==> config.mk <==
export PLATFORM = sky130hd
export DESIGN_NAME = controller
export DESIGN_NICKNAME = d
export VERILOG_FILES = /design/src/rtl/controller.sv
export SDC_FILE = /design/constraint.sdc
export NUM_CORES = 1
export LEC_CHECK = 0
export BUFFER_PORTS_ARGS = -buffer_cell sky130_fd_sc_hd__buf_2
export CORE_MARGIN = 2
export CORE_UTILIZATION = 46
export DETAILED_ROUTE_END_ITERATION = 6
export GPL_TIMING_DRIVEN = 0
export MAX_ROUTING_LAYER = met4
export PLACE_DENSITY = 0.79
export SYNTH_ARGS = -nofsm -noshare
export SYNTH_HDL_FRONTEND = slang
export SYNTH_SLANG_ARGS = --single-unit
==> constraint.sdc <==
create_clock -name clk -period 3.4 [get_ports clk]
set_clock_uncertainty 0.05 [all_clocks]
set_input_delay 0.51 -clock clk [delete_from_list [all_inputs] [get_ports clk]]
set_output_delay 0.51 -clock clk [all_outputs]
set_load 0.03 [all_outputs]
==> src/rtl/controller.sv <==
// Game controller FSM: sequences letter load, match marking, miss accounting and win/lose flags.
// Optional CONTROLLER_AUTO_RESTART_EN: a letter strobe in DONE also restarts the game (letter discarded).
module controller (
    input  logic       clk,
    input  logic       rst_n,
    input  logic       char_valid,
    input  logic [4:0] input_char_eq_word,
    input  logic       guessed_letters_is_done,
    input  logic       tries_is_zero,
    input  logic       new_game,
    output logic       en_input_char,
    output logic       en_word_index,
    output logic       s_tries,
    output logic       en_tries,
    output logic [2:0] s_guessed_letters,
    output logic [2:0] en_guessed_letters,
    output logic       s_win,
    output logic       en_win,
    output logic       s_lose,
    output logic       en_lose
);

    typedef enum logic [3:0] {
        ST_RST, ST_INIT, ST_WAIT, ST_LOAD, ST_CHECK, ST_MARK,
        ST_MISS, ST_EVAL, ST_WIN, ST_LOSE, ST_DONE
    } state_t;

    state_t     state_q;
    logic [4:0] mask_q;
    logic [4:0] mask_clr_d;
    logic [2:0] low_idx;
    logic       restart_on_char;

`ifdef CONTROLLER_AUTO_RESTART_EN
    assign restart_on_char = char_valid;
`else
    assign restart_on_char = 1'b0;
`endif

    // Drop the lowest set bit: one word position is marked per MARK cycle.
    assign mask_clr_d = mask_q & (mask_q - 5'd1);

    always_comb begin
        low_idx = 3'd0;
        for (int i = 4; i >= 0; i--) begin
            if (mask_q[i]) low_idx = 3'(i);
        end
    end

    always_ff @(posedge clk or negedge rst_n) begin
        if (!rst_n) begin
            state_q <= ST_RST;
            mask_q  <= 5'd0;
        end else begin
            case (state_q)
                ST_RST:   state_q <= ST_INIT;
                ST_INIT:  state_q <= ST_WAIT;
                ST_WAIT:  if (char_valid) state_q <= ST_LOAD;
                ST_LOAD:  state_q <= ST_CHECK;
                ST_CHECK: begin
                    mask_q  <= input_char_eq_word;
                    state_q <= (input_char_eq_word != 5'd0) ? ST_MARK : ST_MISS;
                end
                ST_MARK: begin
                    mask_q <= mask_clr_d;
                    if (mask_clr_d == 5'd0) state_q <= ST_EVAL;
                end
                ST_MISS:  state_q <= ST_EVAL;
                ST_EVAL: begin
                    if (guessed_letters_is_done) state_q <= ST_WIN;
                    else if (tries_is_zero)      state_q <= ST_LOSE;
                    else                         state_q <= ST_WAIT;
                end
                ST_WIN:   state_q <= ST_DONE;
                ST_LOSE:  state_q <= ST_DONE;
                ST_DONE:  if (new_game || restart_on_char) state_q <= ST_INIT;
                default:  state_q <= ST_RST;
            endcase
        end
    end

    always_comb begin
        en_input_char      = 1'b0;
        en_word_index      = 1'b0;
        s_tries            = 1'b0;
        en_tries           = 1'b0;
        s_guessed_letters  = 3'd0;
        en_guessed_letters = 3'd0;
        s_win              = 1'b0;
        en_win             = 1'b0;
        s_lose             = 1'b0;
        en_lose            = 1'b0;
        case (state_q)
            ST_INIT: begin
                en_tries           = 1'b1;
                s_tries            = 1'b1;
                en_guessed_letters = 3'b010;
                en_win             = 1'b1;
                en_lose            = 1'b1;
                en_word_index      = 1'b1;
            end
            ST_LOAD: en_input_char = 1'b1;
            ST_MARK: begin
                s_guessed_letters  = low_idx;
                en_guessed_letters = 3'b001;
            end
            ST_MISS: en_tries = 1'b1;
            ST_WIN: begin
                en_win = 1'b1;
                s_win  = 1'b1;
            end
            ST_LOSE: begin
                en_lose = 1'b1;
                s_lose  = 1'b1;
            end
            default: ;
        endcase
    end

endmodule

# Word-level counts from Yosys, hierarchy flattened
# Cells that the tools add are included.
# op_classes
n_addsub,1
multipliers,0
n_div,0
n_lt_le_gt_ge,0
n_eq_ne,13
shift,0
n_mux,22
bitwise_logic,1
n_reduce_logical,9
# ops
op,count
$pmux W4 S10,1
$mux W4,5
$mux W3,6
$eq A4 B3 Y1 const B,4
$eq A4 B4 Y1 const B,3
$pmux W5 S2,1
$eq A4 B2 Y1 const B,2
$reduce_or A2 Y1,4
$mux W1,7
$ne A2 B2 Y1 const B,3
$and A5 B5 Y5,1
$logic_not A5 Y1,1
$reduce_bool A5 Y1,1
$sub A5 B1 Y5 const B,1
$eq A4 B1 Y1 const B,1
$logic_not A4 Y1,1
$pmux W2 S2,1
$reduce_and A3 Y1,1
$mux W2,1
$reduce_bool A2 Y1,1
# totals
regBits,9
latch_bits,0
ram_bits,0
romBits,0
input_bits,11
output_inout_bits,14
word_cells,48
memories,0

# Depth between registers and ports, before layout
# Gate-level depths: netlist of the first run.
# depth
ltp_word,6
mapped_depth,5
depth_no_buf,4

# Worst setup path before layout of the first run
# OpenSTA, ideal clock, no wires.
# synth_timing
kind,register to output
startpoint,register state_q[1]
endpoint,output s_guessed_letters[1]
arrival_ps,1882
t_required_ps,2840
path_slack_ps,958
path_stages_with_launch,5
path_buffers,1
path_cell_list,dfrtp_1 > buf_4 > nor3b_4 > nand2_1 > nor4_1
# synth_via
elab_chain_cells,2
# synth_lines
element,line_no,rtl
from (decl),28,state_t state_q;
from (signal assigned),62,state_q <= (input_char_eq_word != 5'd0) ? ST_MARK : ST_MISS;
$eq A4 B3 Y1,93,case (state_q)
$mux W3,93,
to (decl),15,"output logic [2:0] s_guessed_letters,"
# Every way passes these cells.

# Worst setup path after layout of the first run
# Ends and elaborated chain as after synthesis.

==> results of run 1 <==
[critical path, stage by stage, from the launching register on]
cell	delay, ns
dfrtp_1	0.36
buf_4	0.16
nor3b_4	0.33
nand2_1	0.19
nor4_1	0.25
buf_2	0.24
[metrics by stage]
stage                     util (%)  std cells
final                         58.7        130
after global routing          58.7        130
after CTS                     58.7        130
after detailed placement      56.9        126
after global placement        56.9        126
after floorplan                  -         87
[layout make-up]
type,instances,share of cell area [%]
buffer,9,6.96
clock buffer,4,3.04
inverter,6,2.61
multi-input combinational,63,45.7
sequential,9,26.1
tap,16,2.32
timing repair buffer,23,13.3
[how the worst max path moves through the flow]
stage | from | endpoint | slack [ns] | cells past startpoint
after floorplan | state_q[1]$_DFFE_PN0P_ | s_guessed_letters[1] | 0.96 | 4
after global routing | state_q[1]$_DFFE_PN0P_ | s_guessed_letters[1] | 0.87 | 5
after global placement | state_q[1]$_DFFE_PN0P_ | s_guessed_letters[1] | 1.40 | 5
final | state_q[1]$_DFFE_PN0P_ | s_guessed_letters[1] | 1.04 | 5
after detailed placement | state_q[1]$_DFFE_PN0P_ | s_guessed_letters[1] | 1.35 | 5
after CTS | state_q[1]$_DFFE_PN0P_ | s_guessed_letters[1] | 1.04 | 5
[routing by layer]
layer  vias to the layer above  GRT usage [%]  part of all wire [%]
met1                       329           26.4                    41
met4                         0           3.03                  0.59
met5                         -              -                     0
met2                        34           34.2                    51
met3                         2           8.09                   7.6
li1                        363              -                     -
[registers in the layout (all words and copies together), names as in the netlist]
register,count
state_q,4
mask_q,5
[cells in the final DEF (no fill, tap or decap)]
cell type  Yosys  layout
nor3b_4        1       1
nor3_1         4       4
a221oi_1       1       1
o41ai_2        1       1
nand2b_1       1       1
a22o_2         1       1
or4b_1         1       1
nor2_1         7       7
nand2_1        6       6
a2111oi_0      1       1
and3_1         2       2
maj3_2         1       1
a21oi_1        5       5
clkbuf_4       0       3
a21o_1         1       1
or2_2          2       2
or3b_1         1       1
nand3_1        3       3
nor2b_1        1       1
nor3_2         1       1
inv_1          6       6
clkbuf_1       0       1
o21ai_0        9       9
dfrtp_1        9       9
and2_1         1       1
a21o_2         1       1
conb_1         1       1
buf_4          6       6
buf_2          3      26
xor2_1         1       1
mux2i_1        1       1
o22ai_1        1       1
nor4_1         5       5
a22o_1         2       2
[power groups by stage]
stage	Clock, W	Sequential [W]	Combinational [W]
after CTS	0.0000870	0.000206	0.000599
after floorplan	0	0.000193	0.000478
after global placement	0	0.000203	0.000580
final	0.0000839	0.000206	0.000599
after global routing	0.0000923	0.000214	0.000661
after detailed placement	0	0.000207	0.000598
[kinds of logic after synthesis]
| kind of cell | count (synthesis) |
|---|---|
| multiplexers | 1 |
| adder cells (fa/ha/maj) | 1 |
| other | 1 |
| flip-flops | 9 |
| buffers and inverters | 15 |
| AO/OA/AOI/OAI | 23 |
| AND/OR/NAND/NOR | 36 |
| XOR/XNOR | 1 |
==> flow_summary.ini, run 1 <==
[status]
status = completed

[placement]
post_dp_cell_area_um2 = 837
dp_hpwl_mm = 1.27
io_buffers = 23
gp_congestion = 0.879
post-place-ws_ns = 1.35

[sta]
worst_slack_ns = 1.04
whs_ns = 0.0389
setup_viol_count_final = 0
rsz0062_at_grt = no
period_share_pct = 69.5
fin_crit_ns = 2.36
setup_tns_ns = 0
final_max_slew_viol_count = 0
max_freq_mhz = 423
hold_viol = 0

[worst_setup_path]
end_kind = output port
ff2ff_path_depth = 5
worst-r2r-setup-slack_ns = 1.74
crit_type = reg2out
critPathLaunchType = flop
cp.required_ns = 2.84
rr_startpoint = state_q[1]$_DFFE_PN0P_
cp.arrival_ns = 1.80
r2r-end = state_q[1]$_DFFE_PN0P_
critPathMaxFanout = 8

[synth]
synth_compound_area_share_pct = 21.9
syn_avg_cell_area_um2 = 8.07
synth_simple_gate_area_share_pct = 29.4
yosysTopAreaCellShare_pct = 32.1
synth_warnings = 0
synth_cell_types = 32
synthXorXnorAreaFrac_pct = 1.25
syn_nets = 98
syn-cell-area_um2 = 702
synth-seq-cells = 9
synth_edf_count = 0
synthMuxAreaShare_pct = 1.43
synth_top_family_by_area = simple AND/OR/NAND/NOR gates
syn_inst = 87
synthFlopType = dfrtp_1
yosysTopAreaCell = dfrtp_1
synth_commonest_cells = dfrtp_1, o21ai_0, nor2_1
ys_seq_area_share_pct = 32.1
synth-adder-area-share_pct = 1.60
synthTopCellsByArea = dfrtp_1, o21ai_0, buf_4
synth_async_sr_flop_share_pct = 100

[die]
die_w_um = 43.1
boundaryPins = 25
start_util_pct = 47.7
dieHeight_um = 43.1
coreArea_um2 = 1470
fp-row-count = 14
dieArea_um2 = 1850

[cells_and_area]
seqCellArea_um2 = 225
finalNetCount = 126
multi_input_area_um2 = 394
fillers = 145
antenna_cells = 0
fin_area_um2 = 863
layout-drive-gt1-share_pct = 37.7
area_delta_synth_final_pct = 23.0

[cts]
post_cts_buffers = 0
root_buffer = clkbuf_4
cts_made_buffers = 3
cts.path.max_buffers = 2
cts_tree = yes
cts_htree_levels = 1
path_clk_slew_ns = 0.06
insertion_delay_ns = 0.26
ctsHoldBuffers = 0
ctsResizeCount = 0
clock_sinks = 9

[flow_run]
drv_cap = 0

[global_route]
grt_pass1_vias = 664
gr-total-overflow = 0
grt_pass1_wl_mm = 2.94
grt_usage_pct = 21.4
grt_max_degree = 11
antenna_found_initial = 0

[route]
routed_wl_mm = 1.70
drc = 0
drt-wirelength-per-cell_um = 13.1
vias = 728
dr.pass1.iters = 4
drt-initial-drc-count = 20
ant_nets = 0
routed_via_density = 5.60

[power_and_ir_drop]
total_power_w = 0.000889
clockPowerShare_pct = 9.4
swShare_pct = 50.9
power.leakage_nw = 0.458
power_density_nw_per_um2 = 1030
ir_drop_mv = 0.553
comb_power_share_pct = 67.4
p_int_w = 0.000436
p_sw_w = 0.000452
seq_power_share_pct = 23.2

[min_path]
hold_class = in2async
Power figures use the tool's default switching activity.
==> run 2: changes to the inputs <==
clock period = 2.5 ns   (was 3.4 ns; I/O delays follow)
==> flow_summary.ini, run 2 (synthesis results as in run 1) <==
[route]
ant_nets = 0
drt-wirelength-per-cell_um = 13.0
drc = 0
routed_via_density = 5.54
drt-initial-drc-count = 20
dr.pass1.iters = 4
vias = 726
routed_wl_mm = 1.70

[cts]
root_buffer = clkbuf_4
cts.path.max_buffers = 2
cts_htree_levels = 1
cts_made_buffers = 3
clock_sinks = 9
insertion_delay_ns = 0.26
path_clk_slew_ns = 0.06
cts_tree = yes

[cells_and_area]
largest_reg_flops = 5
fin_area_um2 = 873
finalNetCount = 127
multi_input_area_um2 = 394
final_cell_mix = buf_2, o21ai_0, dfrtp_1, nor2_1
fillers = 147
antenna_cells = 0
fin_util_pct = 59.4
regMostFlops = mask_q
area_delta_synth_final_pct = 24.4
top_regs = mask_q (5), state_q (4)
layout-drive-gt1-share_pct = 37.4
seqCellArea_um2 = 225
layout_commonest_cell = buf_2

[sta]
setup_viol_count_final = 0
final_max_slew_viol_count = 0
setup_tns_ns = 0
hold_viol = 0
max_freq_mhz = 449
rsz0062_at_grt = no
period_share_pct = 89.1
whs_ns = 0.296
fin_crit_ns = 2.23

[die]
die_w_um = 43.1
fp-row-count = 14
start_util_pct = 47.7
coreArea_um2 = 1470
boundaryPins = 25
dieArea_um2 = 1850
dieHeight_um = 43.1

[min_path]
holdPathStages = 2
hold_class = in2reg

[worst_setup_path]
cp.required_ns = 2.08
crit_type = reg2out
critPathMaxStageDelay_ns = 0.36
slowest_stage = dfrtp_1
ff2ff_path_depth = 5
cp_cell_sequence = buf_4 > nor3b_4 > nand2_1 > nor4_1 > buf_2
critPathLaunchType = flop
critPathMaxFanout = 8
cp.arrival_ns = 1.80
end_kind = output port

[placement]
io_buffers = 23
post_dp_cell_area_um2 = 837
dp_hpwl_mm = 1.27
gp_congestion = 0.879

[status]
status = completed

[global_route]
grt_usage_pct = 21.6
grt_max_degree = 11
grt_pass1_vias = 670
gr-total-overflow = 0
grt_pass1_wl_mm = 2.97
antenna_found_initial = 0

[flow_run]
drv_cap = 0

[power_and_ir_drop]
power.leakage_nw = 0.462
ir_drop_mv = 0.753
power_density_nw_per_um2 = 1390
## run 2: cell types whose count changed in the layout (fill, tap and decap cells not counted)
cell,change
dlygate4sd3_1,+1
## run 2: metal layers
| layer | wire, µm | GRT usage (%) | vias to the layer above |
|---|---|---|---|
| met3 | 119 | 8.09 | 2 |
| met2 | 863 | 34.5 | 30 |
| met4 | 10 | 3.03 | 0 |
| li1 | - | - | 365 |
| met5 | 0 | - | - |
| met1 | 707 | 26.6 | 329 |
## run 2: what timing repair did
item	in CTS	in global routing
hold endpoints to repair	9	0
hold buffers	1	0
setup buffers	0	0
resized for setup	0	0
## run 2: worst max-delay path: cells and delay by family, from the launching register on
kind          cells  cell delay [ns]
buf+inv           2             0.40
flops             1             0.36
simple gates      3             0.77
## run 2: layout make-up
| type | instances | share of cell area [%] |
|---|---|---|
| Tap cell | 16 | 2.29 |
| Clock buffer | 4 | 3.01 |
| Timing Repair Buffer | 24 | 14.3 |
| Sequential cell | 9 | 25.8 |
| Buffer | 9 | 6.88 |
| Multi-Input combinational cell | 63 | 45.1 |
| Inverter | 6 | 2.58 |
## run 2: worst paths after layout
kind / from / end / slack [ns]
worst max-delay path: state_q[1]$_DFFE_PN0P_ / s_guessed_letters[1] / 0.27
worst min register to register: mask_q[4]$_DFFE_PN0P_ / mask_q[4]$_DFFE_PN0P_ / 0.56
max in group asynchronous: rst_n / state_q[3]$_DFFE_PN0P_ / 1.78
worst max register to register: state_q[1]$_DFFE_PN0P_ / state_q[1]$_DFFE_PN0P_ / 0.84
worst min-delay path: input_char_eq_word[2] / mask_q[2]$_DFFE_PN0P_ / 0.30
min in group asynchronous: rst_n / mask_q[0]$_DFFE_PN0P_ / 0.44
## run 2: power breakdown
group | total, W | internal, W | switching, W
Combinational | 0.000816 | 0.000320 | 0.000496
Sequential | 0.000280 | 0.000213 | 0.0000668
Clock | 0.000114 | 0.0000616 | 0.0000525
## run 2: stage by stage
stage          instances  setup slack [ns]  power [W]
3_3_place_gp         126             0.637    0.00107
5_1_grt              131             0.102    0.00132
4_1_cts              131             0.275    0.00121
6_report             131             0.271    0.00121
3_5_place_dp         126             0.588    0.00109
2_1_floorplan         87             0.193   0.000913
